[config.mk]
export PLATFORM = sky130hd
export DESIGN_NAME = memory_lsu_flat
export DESIGN_NICKNAME = d
export VERILOG_FILES = /design/src/rtl/memory_lsu_if.sv /design/src/rtl/memory_lsu.sv /design/src/flat_wrapper.sv
export SDC_FILE = /design/constraint.sdc
export NUM_CORES = 1
export LEC_CHECK = 0
export ABC_AREA = 0
export BUFFER_PORTS_ARGS = -buffer_cell sky130_fd_sc_hd__buf_2
export CAP_MARGIN = 20
export CORE_UTILIZATION = 53
export DETAILED_ROUTE_END_ITERATION = 10
export PLACE_DENSITY = 0.94
export SLEW_MARGIN = 25
export SYNTH_ARGS = -nofsm -noshare
export SYNTH_HDL_FRONTEND = slang
export SYNTH_SLANG_ARGS = --single-unit
[constraint.sdc]
create_clock -name clk -period 7.85 [get_ports clk]
set_clock_uncertainty 0.15 [all_clocks]
set_input_delay 1.57 -clock clk [delete_from_list [all_inputs] [get_ports clk]]
set_output_delay 1.57 -clock clk [all_outputs]
set_load 0.05 [all_outputs]
[src/rtl/memory_lsu_if.sv]
// Bundle of the execute, data-memory and writeback signals seen by the load/store stage.
// master is the surrounding pipeline/memory side; slave is the LSU itself.
interface memory_lsu_if;
    logic        ex_vld;
    logic        ex_rdy;
    logic [6:0]  ex_opcode;
    logic [2:0]  ex_funct3;
    logic [31:0] ex_res;
    logic [31:0] ex_rs2;
    logic [4:0]  ex_rd;
    logic        ex_wen;

    logic        mem_req;
    logic        mem_we;
    logic [31:0] mem_addr;
    logic [31:0] mem_wdata;
    logic [3:0]  mem_wstrb;
    logic        mem_gnt;
    logic        mem_rvalid;
    logic [31:0] mem_rdata;

    logic        wb_vld;
    logic        wb_wen;
    logic [4:0]  wb_rd;
    logic [31:0] wb_data;
    logic        wb_err;

    modport master (
        output ex_vld, ex_opcode, ex_funct3, ex_res, ex_rs2, ex_rd, ex_wen,
        input  ex_rdy,
        input  mem_req, mem_we, mem_addr, mem_wdata, mem_wstrb,
        output mem_gnt, mem_rvalid, mem_rdata,
        input  wb_vld, wb_wen, wb_rd, wb_data, wb_err
    );

    modport slave (
        input  ex_vld, ex_opcode, ex_funct3, ex_res, ex_rs2, ex_rd, ex_wen,
        output ex_rdy,
        output mem_req, mem_we, mem_addr, mem_wdata, mem_wstrb,
        input  mem_gnt, mem_rvalid, mem_rdata,
        output wb_vld, wb_wen, wb_rd, wb_data, wb_err
    );
endinterface

[src/rtl/memory_lsu.sv]
// Load/store stage: registers one executed instruction, runs its data-memory access
// and hands a single aligned/extended result to writeback.
module memory_lsu (
    input  logic         clk,
    input  logic         rst,
    memory_lsu_if.slave  bus
);

    localparam logic [6:0] OP_LOAD  = 7'b0000011;
    localparam logic [6:0] OP_STORE = 7'b0100011;

    localparam logic [1:0] IDLE = 2'd0;
    localparam logic [1:0] REQ  = 2'd1;
    localparam logic [1:0] WAIT = 2'd2;
    localparam logic [1:0] DONE = 2'd3;

    function automatic logic [31:0] load_extend(input logic [31:0] word,
                                                input logic [2:0]  f3,
                                                input logic [1:0]  a);
        logic signed [7:0]  b;
        logic signed [15:0] h;
        logic        [31:0] r;
        b = word[{a, 3'b000} +: 8];
        h = word[{a[1], 4'b0000} +: 16];
        case (f3)
            3'b000:  r = {{24{b[7]}}, b};
            3'b100:  r = {24'd0, b};
            3'b001:  r = {{16{h[15]}}, h};
            3'b101:  r = {16'd0, h};
            default: r = word;
        endcase
        return r;
    endfunction

    function automatic logic [3:0] store_strb(input logic [2:0] f3, input logic [1:0] a);
        case (f3[1:0])
            2'b00:   return 4'b0001 << a;
            2'b01:   return 4'b0011 << {a[1], 1'b0};
            default: return 4'b1111;
        endcase
    endfunction

    function automatic logic [31:0] store_lane(input logic [2:0] f3, input logic [31:0] rs2);
        case (f3[1:0])
            2'b00:   return {4{rs2[7:0]}};
            2'b01:   return {2{rs2[15:0]}};
            default: return rs2;
        endcase
    endfunction

    logic [1:0]  state_p0;
    logic [1:0]  state_nxt;

    logic [31:0] addr_p0;
    logic [2:0]  f3_p0;
    logic        store_p0;
    logic        err_p0;
    logic [4:0]  rd_p0;
    logic [31:0] wdata_p0;
    logic [3:0]  wstrb_p0;
    logic        wen_p1;
    logic [31:0] data_p1;

    logic        is_load;
    logic        is_store;
    logic        is_mem;
    logic        illegal;
    logic        misaligned;
    logic        err_c;
    logic        accept;

    assign is_load  = (bus.ex_opcode == OP_LOAD);
    assign is_store = (bus.ex_opcode == OP_STORE);
    assign is_mem   = is_load | is_store;

    // funct3[1:0] encodes the access size; the extension bit is irrelevant for alignment.
    assign illegal    = (is_load  & ((bus.ex_funct3 == 3'b011) | (bus.ex_funct3[2:1] == 2'b11)))
                      | (is_store & (bus.ex_funct3 >= 3'b011));
    assign misaligned = is_mem & (((bus.ex_funct3[1:0] == 2'b01) & bus.ex_res[0])
                                | ((bus.ex_funct3[1:0] == 2'b10) & (bus.ex_res[1:0] != 2'b00)));
    assign err_c      = illegal | misaligned;
    assign accept     = bus.ex_vld & (state_p0 == IDLE);

    always_comb begin
        state_nxt = state_p0;
        case (state_p0)
            IDLE: if (accept) state_nxt = (is_mem && !err_c) ? REQ : DONE;
            REQ:  if (bus.mem_gnt) state_nxt = store_p0 ? DONE : WAIT;
            WAIT: if (bus.mem_rvalid) state_nxt = DONE;
            default: state_nxt = IDLE;
        endcase
    end

    always_ff @(posedge clk or posedge rst) begin
        if (rst) state_p0 <= IDLE;
        else     state_p0 <= state_nxt;
    end

    // ---- p0: instruction latched at accept ----
    always_ff @(posedge clk) begin
        if (accept) begin
            addr_p0  <= bus.ex_res;
            f3_p0    <= bus.ex_funct3;
            store_p0 <= is_store;
            err_p0   <= err_c;
            rd_p0    <= bus.ex_rd;
            wdata_p0 <= store_lane(bus.ex_funct3, bus.ex_rs2);
            wstrb_p0 <= store_strb(bus.ex_funct3, bus.ex_res[1:0]);
        end
    end

    // ---- p1: writeback result, filled at accept or on read return ----
    always_ff @(posedge clk) begin
        if (accept) begin
            wen_p1  <= bus.ex_wen & (bus.ex_rd != 5'd0) & ~is_store & ~err_c;
            data_p1 <= is_mem ? 32'd0 : bus.ex_res;
        end else if ((state_p0 == WAIT) && bus.mem_rvalid) begin
            data_p1 <= load_extend(bus.mem_rdata, f3_p0, addr_p0[1:0]);
        end
    end

    // Outputs are qualified by state, so the async state reset alone clears them.
    assign bus.ex_rdy    = (state_p0 == IDLE);
    assign bus.mem_req   = (state_p0 == REQ);
    assign bus.mem_we    = bus.mem_req & store_p0;
    assign bus.mem_addr  = bus.mem_req ? {addr_p0[31:2], 2'b00} : 32'd0;
    assign bus.mem_wdata = bus.mem_we ? wdata_p0 : 32'd0;
    assign bus.mem_wstrb = bus.mem_we ? wstrb_p0 : 4'd0;

    assign bus.wb_vld    = (state_p0 == DONE);
    assign bus.wb_wen    = bus.wb_vld & wen_p1;
    assign bus.wb_rd     = bus.wb_vld ? rd_p0 : 5'd0;
    assign bus.wb_data   = bus.wb_vld ? data_p1 : 32'd0;
    assign bus.wb_err    = bus.wb_vld & err_p0;

endmodule

[src/flat_wrapper.sv]
// flat-port wrapper written by rule: the top's interface ports become plain ports
module memory_lsu_flat 
  (clk, rst, bus_ex_vld, bus_ex_opcode, bus_ex_funct3, bus_ex_res, bus_ex_rs2, bus_ex_rd, bus_ex_wen, bus_ex_rdy, bus_mem_req, bus_mem_we, bus_mem_addr, bus_mem_wdata, bus_mem_wstrb, bus_mem_gnt, bus_mem_rvalid, bus_mem_rdata, bus_wb_vld, bus_wb_wen, bus_wb_rd, bus_wb_data, bus_wb_err);
  memory_lsu_if bus_i ();
  input  logic clk;
  input  logic rst;
  input wire logic [$bits(bus_i.ex_vld)-1:0] bus_ex_vld;
  input wire logic [$bits(bus_i.ex_opcode)-1:0] bus_ex_opcode;
  input wire logic [$bits(bus_i.ex_funct3)-1:0] bus_ex_funct3;
  input wire logic [$bits(bus_i.ex_res)-1:0] bus_ex_res;
  input wire logic [$bits(bus_i.ex_rs2)-1:0] bus_ex_rs2;
  input wire logic [$bits(bus_i.ex_rd)-1:0] bus_ex_rd;
  input wire logic [$bits(bus_i.ex_wen)-1:0] bus_ex_wen;
  output wire logic [$bits(bus_i.ex_rdy)-1:0] bus_ex_rdy;
  output wire logic [$bits(bus_i.mem_req)-1:0] bus_mem_req;
  output wire logic [$bits(bus_i.mem_we)-1:0] bus_mem_we;
  output wire logic [$bits(bus_i.mem_addr)-1:0] bus_mem_addr;
  output wire logic [$bits(bus_i.mem_wdata)-1:0] bus_mem_wdata;
  output wire logic [$bits(bus_i.mem_wstrb)-1:0] bus_mem_wstrb;
  input wire logic [$bits(bus_i.mem_gnt)-1:0] bus_mem_gnt;
  input wire logic [$bits(bus_i.mem_rvalid)-1:0] bus_mem_rvalid;
  input wire logic [$bits(bus_i.mem_rdata)-1:0] bus_mem_rdata;
  output wire logic [$bits(bus_i.wb_vld)-1:0] bus_wb_vld;
  output wire logic [$bits(bus_i.wb_wen)-1:0] bus_wb_wen;
  output wire logic [$bits(bus_i.wb_rd)-1:0] bus_wb_rd;
  output wire logic [$bits(bus_i.wb_data)-1:0] bus_wb_data;
  output wire logic [$bits(bus_i.wb_err)-1:0] bus_wb_err;
  assign bus_i.ex_vld = bus_ex_vld;
  assign bus_i.ex_opcode = bus_ex_opcode;
  assign bus_i.ex_funct3 = bus_ex_funct3;
  assign bus_i.ex_res = bus_ex_res;
  assign bus_i.ex_rs2 = bus_ex_rs2;
  assign bus_i.ex_rd = bus_ex_rd;
  assign bus_i.ex_wen = bus_ex_wen;
  assign bus_ex_rdy = bus_i.ex_rdy;
  assign bus_mem_req = bus_i.mem_req;
  assign bus_mem_we = bus_i.mem_we;
  assign bus_mem_addr = bus_i.mem_addr;
  assign bus_mem_wdata = bus_i.mem_wdata;
  assign bus_mem_wstrb = bus_i.mem_wstrb;
  assign bus_i.mem_gnt = bus_mem_gnt;
  assign bus_i.mem_rvalid = bus_mem_rvalid;
  assign bus_i.mem_rdata = bus_mem_rdata;
  assign bus_wb_vld = bus_i.wb_vld;
  assign bus_wb_wen = bus_i.wb_wen;
  assign bus_wb_rd = bus_i.wb_rd;
  assign bus_wb_data = bus_i.wb_data;
  assign bus_wb_err = bus_i.wb_err;
  memory_lsu u_core (.clk(clk), .rst(rst), .bus(bus_i));
endmodule
# [Yosys cells after proc, flatten, opt, wreduce, memory -nomap -nowiden]
# Index checks and enable logic that the tools add are counted.
[totals] ff_bits=113 input_bits=117 out_inout_bits=111
[op_classes] n_lt_le_gt_ge=1 eq_ne=15 shift=4 n_mux=17 n_bitwise=19 n_reduce_logical=10
[ops] operator="32-bit two-way mux" n=6
[ops] operator="32-bit case mux with 4 select lines" n=1
[ops] operator="32-bit case mux with 2 select lines" n=1
[ops] operator="32-bit by 6-bit variable part select with 16-bit output" n=1
[ops] operator="32-bit by 6-bit variable part select with 8-bit output" n=1
[ops] operator="1-bit bitwise AND" n=12
[ops] operator="2-bit == test (second input constant)" n=4
[ops] operator="2-bit two-way mux" n=4
[ops] operator="4-bit case mux with 2 select lines" n=1
[ops] operator="7-bit by 2-bit == test with 1-bit output (second input constant)" n=1
[ops] operator="7-bit by 6-bit == test with 1-bit output (second input constant)" n=1
[ops] operator="3-bit == test (second input constant)" n=2
[ops] operator="2-bit case mux with 3 select lines" n=1
[ops] operator="5-bit two-way mux" n=1
[ops] operator="1-bit OR" n=5
[ops] operator="5-bit nonzero test" n=1
[ops] operator="2-bit by 1-bit == test with 1-bit output (second input constant)" n=2
[ops] operator="2-bit zero test" n=2
[ops] operator="4-bit two-way mux" n=1
[ops] operator="2-bit inequality test (second input constant)" n=2
[ops] operator="2-bit nonzero test" n=2
[ops] operator="1-bit by 2-bit left shift with 4-bit output (first input constant)" n=1
[ops] operator="2-bit by 2-bit left shift with 4-bit output (first input constant)" n=1
[ops] operator="3-bit by 1-bit == test with 1-bit output (second input constant)" n=1
[ops] operator="9 further kinds" n=11

# [Logic depth before layout (Yosys ltp)]
# Gate-level depths: netlist of the first run.
[depth] depth_word=10 mapped_depth=7 depth_no_buf=6

# [Least setup slack after synthesis of the first run]
# OpenSTA, ideal clock, no wires.
[synth_timing] path_type="in2reg" start="in bus_ex_vld" end="reg u_core.data_p1[22] (data pin)" setup_time_ps=258 t_arrival_ps=4495 required_ps=7442 setup_slack_ps=2948 path_stages=5 path_buffers=1 path_cell_list="nand2_1 -> clkinv_1 -> a21oi_2 -> buf_6 -> a21oi_2"
[synth_via] elab_chain_len=2
[synth_rtl] item="start: declaration" line_no="flat_wrapper.sv:7" source="input wire logic [$bits(bus_i.ex_vld)-1:0] bus_ex_vld;"
[synth_rtl] item="1-bit bitwise AND" line_no="memory_lsu.sv:82" source="assign accept = bus.ex_vld & (state_p0 == IDLE);"
[synth_rtl] item="named net u_core.accept" line_no="memory_lsu.sv:70" source="logic accept;"
[synth_rtl] item="32-bit two-way mux" line_no="memory_lsu.sv:114" source="if (accept) begin"
[synth_rtl] item="end signal: assignment" line_no="memory_lsu.sv:116" source="data_p1 <= is_mem ? 32'd0 : bus.ex_res;"
[synth_rtl] item="end signal: assignment" line_no="memory_lsu.sv:118" source="data_p1 <= load_extend(bus.mem_rdata, f3_p0, addr_p0[1:0]);"
[synth_rtl] item="end: declaration" line_no="memory_lsu.sv:62" source="logic [31:0] data_p1;"
# The timed path passes the listed nets, and every way through them passes these cells.
# A chain may end at the register's enable or synchronous reset.

# [Worst setup path in the final report of the first run]
[layout_timing] start="reg u_core.state_p0[0]" end="out bus_wb_data[21]"
[layout_via] elab_chain_len=2
[layout_rtl] item="start: declaration" line_no="memory_lsu.sv:51" source="logic [1:0] state_p0;"
[layout_rtl] item="start signal: assignment" line_no="memory_lsu.sv:96" source="else state_p0 <= state_nxt;"
[layout_rtl] item="2-bit == test" line_no="memory_lsu.sv:130" source="assign bus.wb_vld = (state_p0 == DONE);"
[layout_rtl] item="32-bit two-way mux" line_no="memory_lsu.sv:133" source="assign bus.wb_data = bus.wb_vld ? data_p1 : 32'd0;"
[layout_rtl] item="end: declaration" line_no="flat_wrapper.sv:26" source="output wire logic [$bits(bus_i.wb_data)-1:0] bus_wb_data;"
# Every way passes these cells.

==> summary.md, run 1 <==
| Metric | Value |
|---|---|
| Global Route Usage Sum | 0.2897 |
| # H-tree levels | 4 |
| Antenna Nets Post-Route | 0 |
| Maximum fanout encountered on the critical timing path | 23 |
| Sw Share | 0.4129 |
| Relative slew slack | 0.3622 |
| Timing-limited maximum frequency | 250.1 MHz |
| Register bit total from synthesis | around 110 |
| Wire length after detailed routing | 16.63 mm |
| Relative contribution of combinational cells to total power | 0.400 |
| Syn-to-layout area delta | 31.32% |
| Outcome | finished clean |
| Final HPWL from detailed placement | 11.73 mm |
| Grt total ovfl | 0 |
| Tcrit/Tclk final | 0.5093 |
| Summed negative setup slack over all endpoints | 0 ns |
| End-of-flow core utilization | 0.7141 |
| Total net switching power | ~0.0012 W |
| Average cell area after synthesis | 11.65 um2 |
| Shortest period the worst path allows | 3.998 ns |
| Commonest non-fill, non-tap cells in the layout | sky130_fd_sc_hd__buf_2 (225), sky130_fd_sc_hd__edfxtp_1 (111), sky130_fd_sc_hd__and2_1 (70) |
| Destination of the worst hold path | u_core.state_p0[1] |
| Total power divided by cell area | about 390 nW/um2 |
| Buffers inserted during post-CTS setup optimization | 0 |
| Vias per std cell | 5.744 |
| Slew at the pin closest to its max-slew limit | 0.9567 ns |
| Final setup viols | 0 |
| Sequential share of the synthesized area | 0.5764 |
| Post-synth EDFFs | roughly 110 |
| IO Pins | 228 |
| Die boundary height | 107.2 um |
| Master of the slowest instance on the critical path | sky130_fd_sc_hd__ha_1 |
| Number of different library cells in the post-synthesis netlist | 50 |
| Total of hold buffers inserted after clock tree synthesis | 0 |
| Wire length of the first global-routing pass | 24.49 mm |
| Area of the mapped netlist | roughly 5900 um2 |
| Clock transition time at the flip-flop clock pins of the worst setup and hold paths | ~0.05 ns |
| Endpoint of the worst-slack reg-to-reg timing path | u_core.data_p1[14] |
| Portion of total power attributed to sequential cells | 0.312 |
| Hold path start | u_core.state_p0[1] |
| Largest net degree at the start of global routing | 87 |
| Internal power | 0.001747 W |
| Static leakage | 3.447 nW |
| RSZ-0062 raised after global routing | no |
| Maximum count of clock buffers along a single path | 2 |
| Clock group share of total power | 0.288 |
| Endpoints failing hold | 0 |
| Number of warnings printed during yosys synthesis | 0 |
| Flop2flop setup slack | 5.03 ns |
| Core Footprint | 10790 um2 |
| Hold Path Stages | 2 |
| Type of the tightest min-delay check | reg2reg |
| Number of clock sinks seen by CTS | 113 |
| IO Port Bufs | roughly 230 |
| Start point of the critical path | u_core.state_p0[0] |
| Top cell type by total area after synthesis | sky130_fd_sc_hd__edfxtp_1 |
| TritonCTS clock tree | done |
| Initial cell density of the core | 0.5438 |
| Post-Syn Instances | roughly 500 |
| Leading cell type in the layout, fill and taps excluded | sky130_fd_sc_hd__buf_2 |
| Area share of the leading cell type in the synthesized netlist | 0.5679 |
| Critical register-to-register path startpoint | u_core.state_p0[1] |
| Die area | 11500 um2 |
| Total number of placement rows | 38 |
| Count of unresolved DRC violations after routing | 0 |
| Number of max-slew violations in the final report | 0 |
| Type of the worst setup path | reg2out |
| Clk_lat worst skew | 0.51 ns |
| TritonCTS buffer count | 17 |
| Endpoint required time on the critical path | between 6 and 7 ns |
| Synth area leaders | sky130_fd_sc_hd__edfxtp_1 (57%), sky130_fd_sc_hd__and2_1 (7.5%), sky130_fd_sc_hd__and3_1 (3.8%) |
| Chip Width | 107.2 um |
| Post-cts gate resize count | 0 |
| Worst setup EP type | output pin |
| Length in cells of the worst reg-to-reg path | 8 |
| Number of antenna violations at the first check in global routing | 4 |
| Total number of vias | roughly 5000 |
| Maximum VDD drop | between 150 and 200 uV |
| Proportion of layout cells with a drive suffix above 1 | 0.4093 |
| Startpoint Class | flip-flop |
| Number of violations reported at the end of detailed-routing iteration 0 | around 310 |
| Slowest stage delay, CP | 0.65 ns |
| Final #Nets | 836 |
| Number of max-cap violations | 0 |
| Worst-path cell chain | ha_1 > buf_6 > and2_1 > buf_2 |
| Fraction of registers with async set or reset after synthesis | 0.01770 |
| 1st-pass router iterations | 5 |
| Crit path arrival time | roughly 2.3 ns |
| Master cell of the clock root buffer | sky130_fd_sc_hd__clkbuf_8 |
| Via count of the first global-routing pass | 4754 |
| Routed wirelength normalized by instance count | roughly 19 um |
| Gp weighted congestion | 0.8801 |
| Commonest register cell after synthesis | sky130_fd_sc_hd__edfxtp_1 |
## cell families after synthesis
group / share of synthesized area
AND/OR/NAND/NOR: 0.1899
AO/OA/AOI/OAI: 0.1277
flip-flops: 0.5764
buffers and inverters: 0.03837
multiplexers: 0.05841
adder cells (fa/ha/maj): 0.008527
other: 0.0006389
## power by group through the flow
stage,sequential (W),clock (W),combinational (W)
after global routing,0.000940,0.000886,0.00126
after CTS,0.000928,0.000862,0.00119
after global placement,0.000931,0,0.00115
final,0.000928,0.000857,0.00119
after floorplan,0.000917,0,0.000917
after detailed placement,0.000940,0,0.00118
## critical path, delay by kind of cell (launching register included)
kind | cells | cell delay, ns
adder cells (fa/ha/maj) | 1 | 0.65
buffers and inverters | 2 | 0.51
flip-flops | 1 | 0.44
AND/OR/NAND/NOR | 1 | 0.15
## worst max-delay path by stage
stage | end | slack (ns) | cells after the start
2_1_floorplan | u_core.data_p1[22] | 2.95 | 5
3_3_place_gp | u_core.data_p1[14] | 4.04 | 7
3_5_place_dp | u_core.data_p1[14] | 3.95 | 7
4_1_cts | bus_mem_wdata[7] | 3.58 | 4
5_1_grt | bus_wb_data[15] | 3.69 | 4
6_report | bus_wb_data[21] | 3.85 | 4
## registers in the layout (all words and copies together), names as in the netlist
name	cells
u_core.data_p1	32
u_core.wdata_p0	32
u_core.wen_p1	1
u_core.store_p0	1
u_core.addr_p0	32
u_core.wstrb_p0	4
u_core.rd_p0	5
u_core.err_p0	1
u_core.f3_p0	3
u_core.state_p0	2
## Yosys cell counts (6+ instances only)
cell type	count
sky130_fd_sc_hd__edfxtp_1	111
sky130_fd_sc_hd__and2_1	70
sky130_fd_sc_hd__a21oi_1	41
sky130_fd_sc_hd__nand2_1	38
sky130_fd_sc_hd__and3_1	36
sky130_fd_sc_hd__clkbuf_1	23
sky130_fd_sc_hd__o21ai_0	18
sky130_fd_sc_hd__mux2_2	16
sky130_fd_sc_hd__mux2i_1	14
sky130_fd_sc_hd__a21oi_2	11
sky130_fd_sc_hd__or3_1	10
sky130_fd_sc_hd__buf_2	9
sky130_fd_sc_hd__nand2b_1	9
sky130_fd_sc_hd__inv_1	8
sky130_fd_sc_hd__nand3_1	8
sky130_fd_sc_hd__nor2b_1	8
sky130_fd_sc_hd__a221o_1	6
sky130_fd_sc_hd__nor2_1	6
## layout make-up
class | count | area (um2)
Sequential cell | 113 | 3383
Fill cell | 761 | 3085
Multi-Input combinational cell | 344 | 2277
Timing Repair Buffer | 230 | 1171
Clock buffer | 18 | 417.9
Clock inverter | 14 | 237.7
Tap cell | 140 | 175.2
Inverter | 9 | 35.03
Antenna cell | 4 | 10.01
## metrics by stage
step	instances	worst slack (ns)	instance area [um2]	hold slack [ns]	power, W
final	872	3.852	7707	0.4159	0.002976
after global routing	872	3.692	7707	0.4509	0.003087
after CTS	868	3.576	7684	0.4043	0.002976
after detailed placement	836	3.947	7028	0.3918	0.002120
after global placement	835	4.041	7017	0.3629	0.002078
after floorplan	505	2.948	5873	0.3501	0.001834
## routing by layer
layer  global-route usage  wire (um)  part of all wire  up-vias
li1                     -          -                 -     2277
met1               0.3250       6236              0.37     2370
met2               0.5000       8366              0.50      311
met3              0.07416       1354             0.081       51
met4               0.1644        675             0.041        0
met5                    0          0                 0        -
Note: power is estimated with default switching activity, not from simulation.
==> run 2: changes to the inputs <==
--- a/config.mk
+++ b/config.mk
@@ -8,9 +8,9 @@
 export ABC_AREA = 0
 export BUFFER_PORTS_ARGS = -buffer_cell sky130_fd_sc_hd__buf_2
 export CAP_MARGIN = 20
-export CORE_UTILIZATION = 53
+export CORE_UTILIZATION = 45
 export DETAILED_ROUTE_END_ITERATION = 10
-export PLACE_DENSITY = 0.94
+export PLACE_DENSITY = 0.86
 export SLEW_MARGIN = 25
 export SYNTH_ARGS = -nofsm -noshare
 export SYNTH_HDL_FRONTEND = slang
==> constraint.sdc (replaced) <==
create_clock -name clk -period 3.6 [get_ports clk]
set_clock_uncertainty 0.15 [all_clocks]
set_input_delay 0.72 -clock clk [delete_from_list [all_inputs] [get_ports clk]]
set_output_delay 0.72 -clock clk [all_outputs]
set_load 0.05 [all_outputs]
==> run 2 against run 1 <==
Sequential power up 120%. Sequential cell count is the same. Via count is 3.2% lower. Largest cell class unchanged. Critical endpoint is now bus_mem_addr[13]. Largest power group unchanged. Clock power is 79% higher. Routed wire length decreased by 3.0%. First-iteration DRC count rose by 51%. Worst setup slack lost 3.4 ns. Register-to-register slack got worse by 3.9 ns. Critical path depth is 1 higher.
==> summary.md, run 2 (same netlist as run 1, synthesis figures left out) <==
| Metric | Value |
|---|---|
| Worst setup EP type | output pin |
| Worst-path cell chain | inv_1 > ha_2 > buf_4 > and2_1 > buf_2 |
| Slowest stage delay, CP | 0.62 ns (-0.03 ns) |
| IO Port Bufs | 225 (unchanged) |
| Total net switching power | 0.002641 W (+110%) |
| Dpl cells | 871 (+4.2%) |
| Die area | 13500 um2 (+17%) |
| Number of violations reported at the end of detailed-routing iteration 0 | 472 (+51%) |
| Maximum VDD drop | 326.0 uV (+67%) |
| Die boundary height | 116.2 um (+8.4%) |
| Sw Share | 0.4310 (+0.01809) |
| Length in cells of the worst reg-to-reg path | 6 (-2) |
| Summed negative setup slack over all endpoints | 0 ns (unchanged) |
| Final HPWL from detailed placement | 11.58 mm (-1.3%) |
| Core Footprint | 12670 um2 (+17%) |
| Total number of placement rows | 41 (+7.9%) |
| Wire length after detailed routing | 16.14 mm (-3.0%) |
| Relative contribution of combinational cells to total power | 0.420 (+0.020) |
| Number of clock sinks seen by CTS | 113 (unchanged) |
| Number of max-cap violations | 0 (unchanged) |
| Relative slew slack | 0.3730 (+0.01086) |
| Start point of the critical path | u_core.state_p0[1] |
| Internal power | 0.003487 W (+100%) |
| Total power divided by cell area | 800.7 nW/um2 (+110%) |
| Master of the slowest instance on the critical path | sky130_fd_sc_hd__ha_2 |
| Via count of the first global-routing pass | 4709 (-0.95%) |
| Final #Nets | 840 (+0.48%) |
| Global Route Usage Sum | 0.2463 (-0.04342) |
| Chip Width | 116.2 um (+8.4%) |
| Hold Slack | 0.3435 ns (-0.07235 ns) |
| Type of the worst setup path | reg2out |
| Number of antenna violations at the first check in global routing | 0 (-4) |
| Regs by FF count | u_core.addr_p0 x32, u_core.data_p1 x32, u_core.wdata_p0 x32 |
| Shortest period the worst path allows | 3.179 ns |
| Total placed instance area | 7099 um2 (+1.0%) |
| Number of max-slew violations in the final report | 0 (unchanged) |
| Critical Path Stages | 5 (+1) |
| Type of the tightest min-delay check | in2reg |
| Routed wirelength normalized by instance count | 17.87 um (-6.3%) |
| Clock group share of total power | 0.250 (-0.038) |
| Endpoints failing hold | 0 (unchanged) |
| Commonest non-fill, non-tap cells in the layout | sky130_fd_sc_hd__buf_2 (225), sky130_fd_sc_hd__edfxtp_1 (111), sky130_fd_sc_hd__and2_1 (70) |
| Largest net degree at the start of global routing | 55 (-37%) |
| Critical register-to-register path startpoint | u_core.state_p0[0] |
| Grt total ovfl | 0 (unchanged) |
| Buffers and inverters on the worst path | 3 (+1) |
| Final setup viols | 0 (unchanged) |
| Initial cell density of the core | 0.4632 (-0.08060) |
| Vias per std cell | 5.372 (-6.5%) |
| Static leakage | 3.406 nW (-1.2%) |
| Clk_lat worst skew | 0.41 ns (-0.10 ns) |
| Tcrit/Tclk final | 0.8832 |
| Non-filler instance count after layout | 903 (+3.6%) |
| 1st-pass router iterations | 5 (unchanged) |
| Cell family contributing the most delay on the critical path | buffers and inverters |
| Maximum fanout encountered on the critical timing path | 46 (+100%) |
| Antenna Nets Post-Route | 0 (unchanged) |
| Master cell of the clock root buffer | sky130_fd_sc_hd__clkbuf_16 |
| RSZ-0062 raised after global routing | no |
| TritonCTS clock tree | done |
| Startpoint Class | flip-flop |
| IO Pins | 228 (unchanged) |
| Total number of vias | 4851 (-3.2%) |
| Syn-to-layout area delta | 30.40% |
| Hold path start | bus_ex_rd[0] |
| Clock transition time at the flip-flop clock pins of the worst setup and hold paths | 0.06 ns (about the same) |
| TritonCTS buffer count | 17 (unchanged) |
| # H-tree levels | 4 (unchanged) |
| Maximum count of clock buffers along a single path | 2 (unchanged) |
| Slew at the pin closest to its max-slew limit | 0.9405 ns (-0.01629 ns) |
| Count of unresolved DRC violations after routing | 0 (unchanged) |
| Proportion of layout cells with a drive suffix above 1 | 0.4090 (about the same) |
| Crit path arrival time | 2.31 ns (+0.03 ns) |
| Buffers inserted during post-CTS setup optimization | 0 (unchanged) |
| Finished layout cell area | 7654 um2 (-0.70%) |
| Timing-limited maximum frequency | approximately 310 MHz |
| Hold Path Stages | 1 (-1) |
| Portion of total power attributed to sequential cells | 0.330 (+0.018) |
| Endpoint required time on the critical path | 2.73 ns (-3.40 ns) |
| Outcome | finished clean |
| Wire length of the first global-routing pass | 24.05 mm (-1.8%) |
| Ant diodes | 0 (-4) |
| Gp weighted congestion | 0.9163 (+4.1%) |
| Leading cell type in the layout, fill and taps excluded | sky130_fd_sc_hd__buf_2 |
run 2: final timing paths:
check,to,slack [ns]
setup / recovery,bus_mem_addr[13],0.42
hold / removal,u_core.rd_p0[0],0.34
setup reg to reg,u_core.data_p1[10],1.10
hold reg to reg,u_core.state_p0[1],0.41
max in group asynchronous,u_core.state_p0[1],2.63
min in group asynchronous,u_core.state_p0[0],0.56
run 2: power groups by stage:
stage,clock network (W),registers [W],logic [W]
after floorplan,0,0.00199,0.00200
after global placement,0,0.00204,0.00256
after detailed placement,0,0.00205,0.00258
after CTS,0.00155,0.00202,0.00259
after global routing,0.00160,0.00206,0.00276
final,0.00153,0.00202,0.00257
run 2: worst reg2reg max path, stage by stage, from the launching register on:
cell	delay (ns)
sky130_fd_sc_hd__dfrtp_1	0.39
sky130_fd_sc_hd__inv_1	0.08
sky130_fd_sc_hd__ha_1	0.25
sky130_fd_sc_hd__nand2_1	0.13
sky130_fd_sc_hd__clkinv_2	0.48
sky130_fd_sc_hd__nor3_2	0.65
sky130_fd_sc_hd__a221o_1	0.24
run 2: metrics by stage:
step | power (W) | util | setup WS [ns]
finish | 0.006128 | 0.6040 | 0.4206
global route | 0.006417 | 0.6040 | 0.2243
CTS | 0.006169 | 0.6040 | 0.3497
detailed placement | 0.004631 | 0.5603 | 0.7925
global placement | 0.004594 | 0.5603 | 0.8710
floorplan | 0.003990 | - | 0.4429
run 2: metal layers:
metal / vias up / routed length (um) / track usage / part of all wire
li1: 2290 / - / - / -
met1: 2238 / 6178 / 0.2689 / 0.38
met2: 287 / 7783 / 0.4206 / 0.48
met3: 36 / 1584 / 0.08563 / 0.098
met4: 0 / 595 / 0.1350 / 0.037
met5: - / 0 / 0 / 0
run 2: layout make-up:
cell class	count	area, um2
Multi-Input combinational cell	344	2267
Clock buffer	17	425.4
Timing Repair Buffer	234	1209
Clock inverter	14	118.9
Fill cell	1038	5017
Inverter	9	35.03
Tap cell	172	215.2
Sequential cell	113	3383
run 2: what timing repair did:
item                                   in CTS  in global routing
hold buffers                                1                  0
gates resized for setup                     0                  0
endpoints found under the hold margin       2                  0
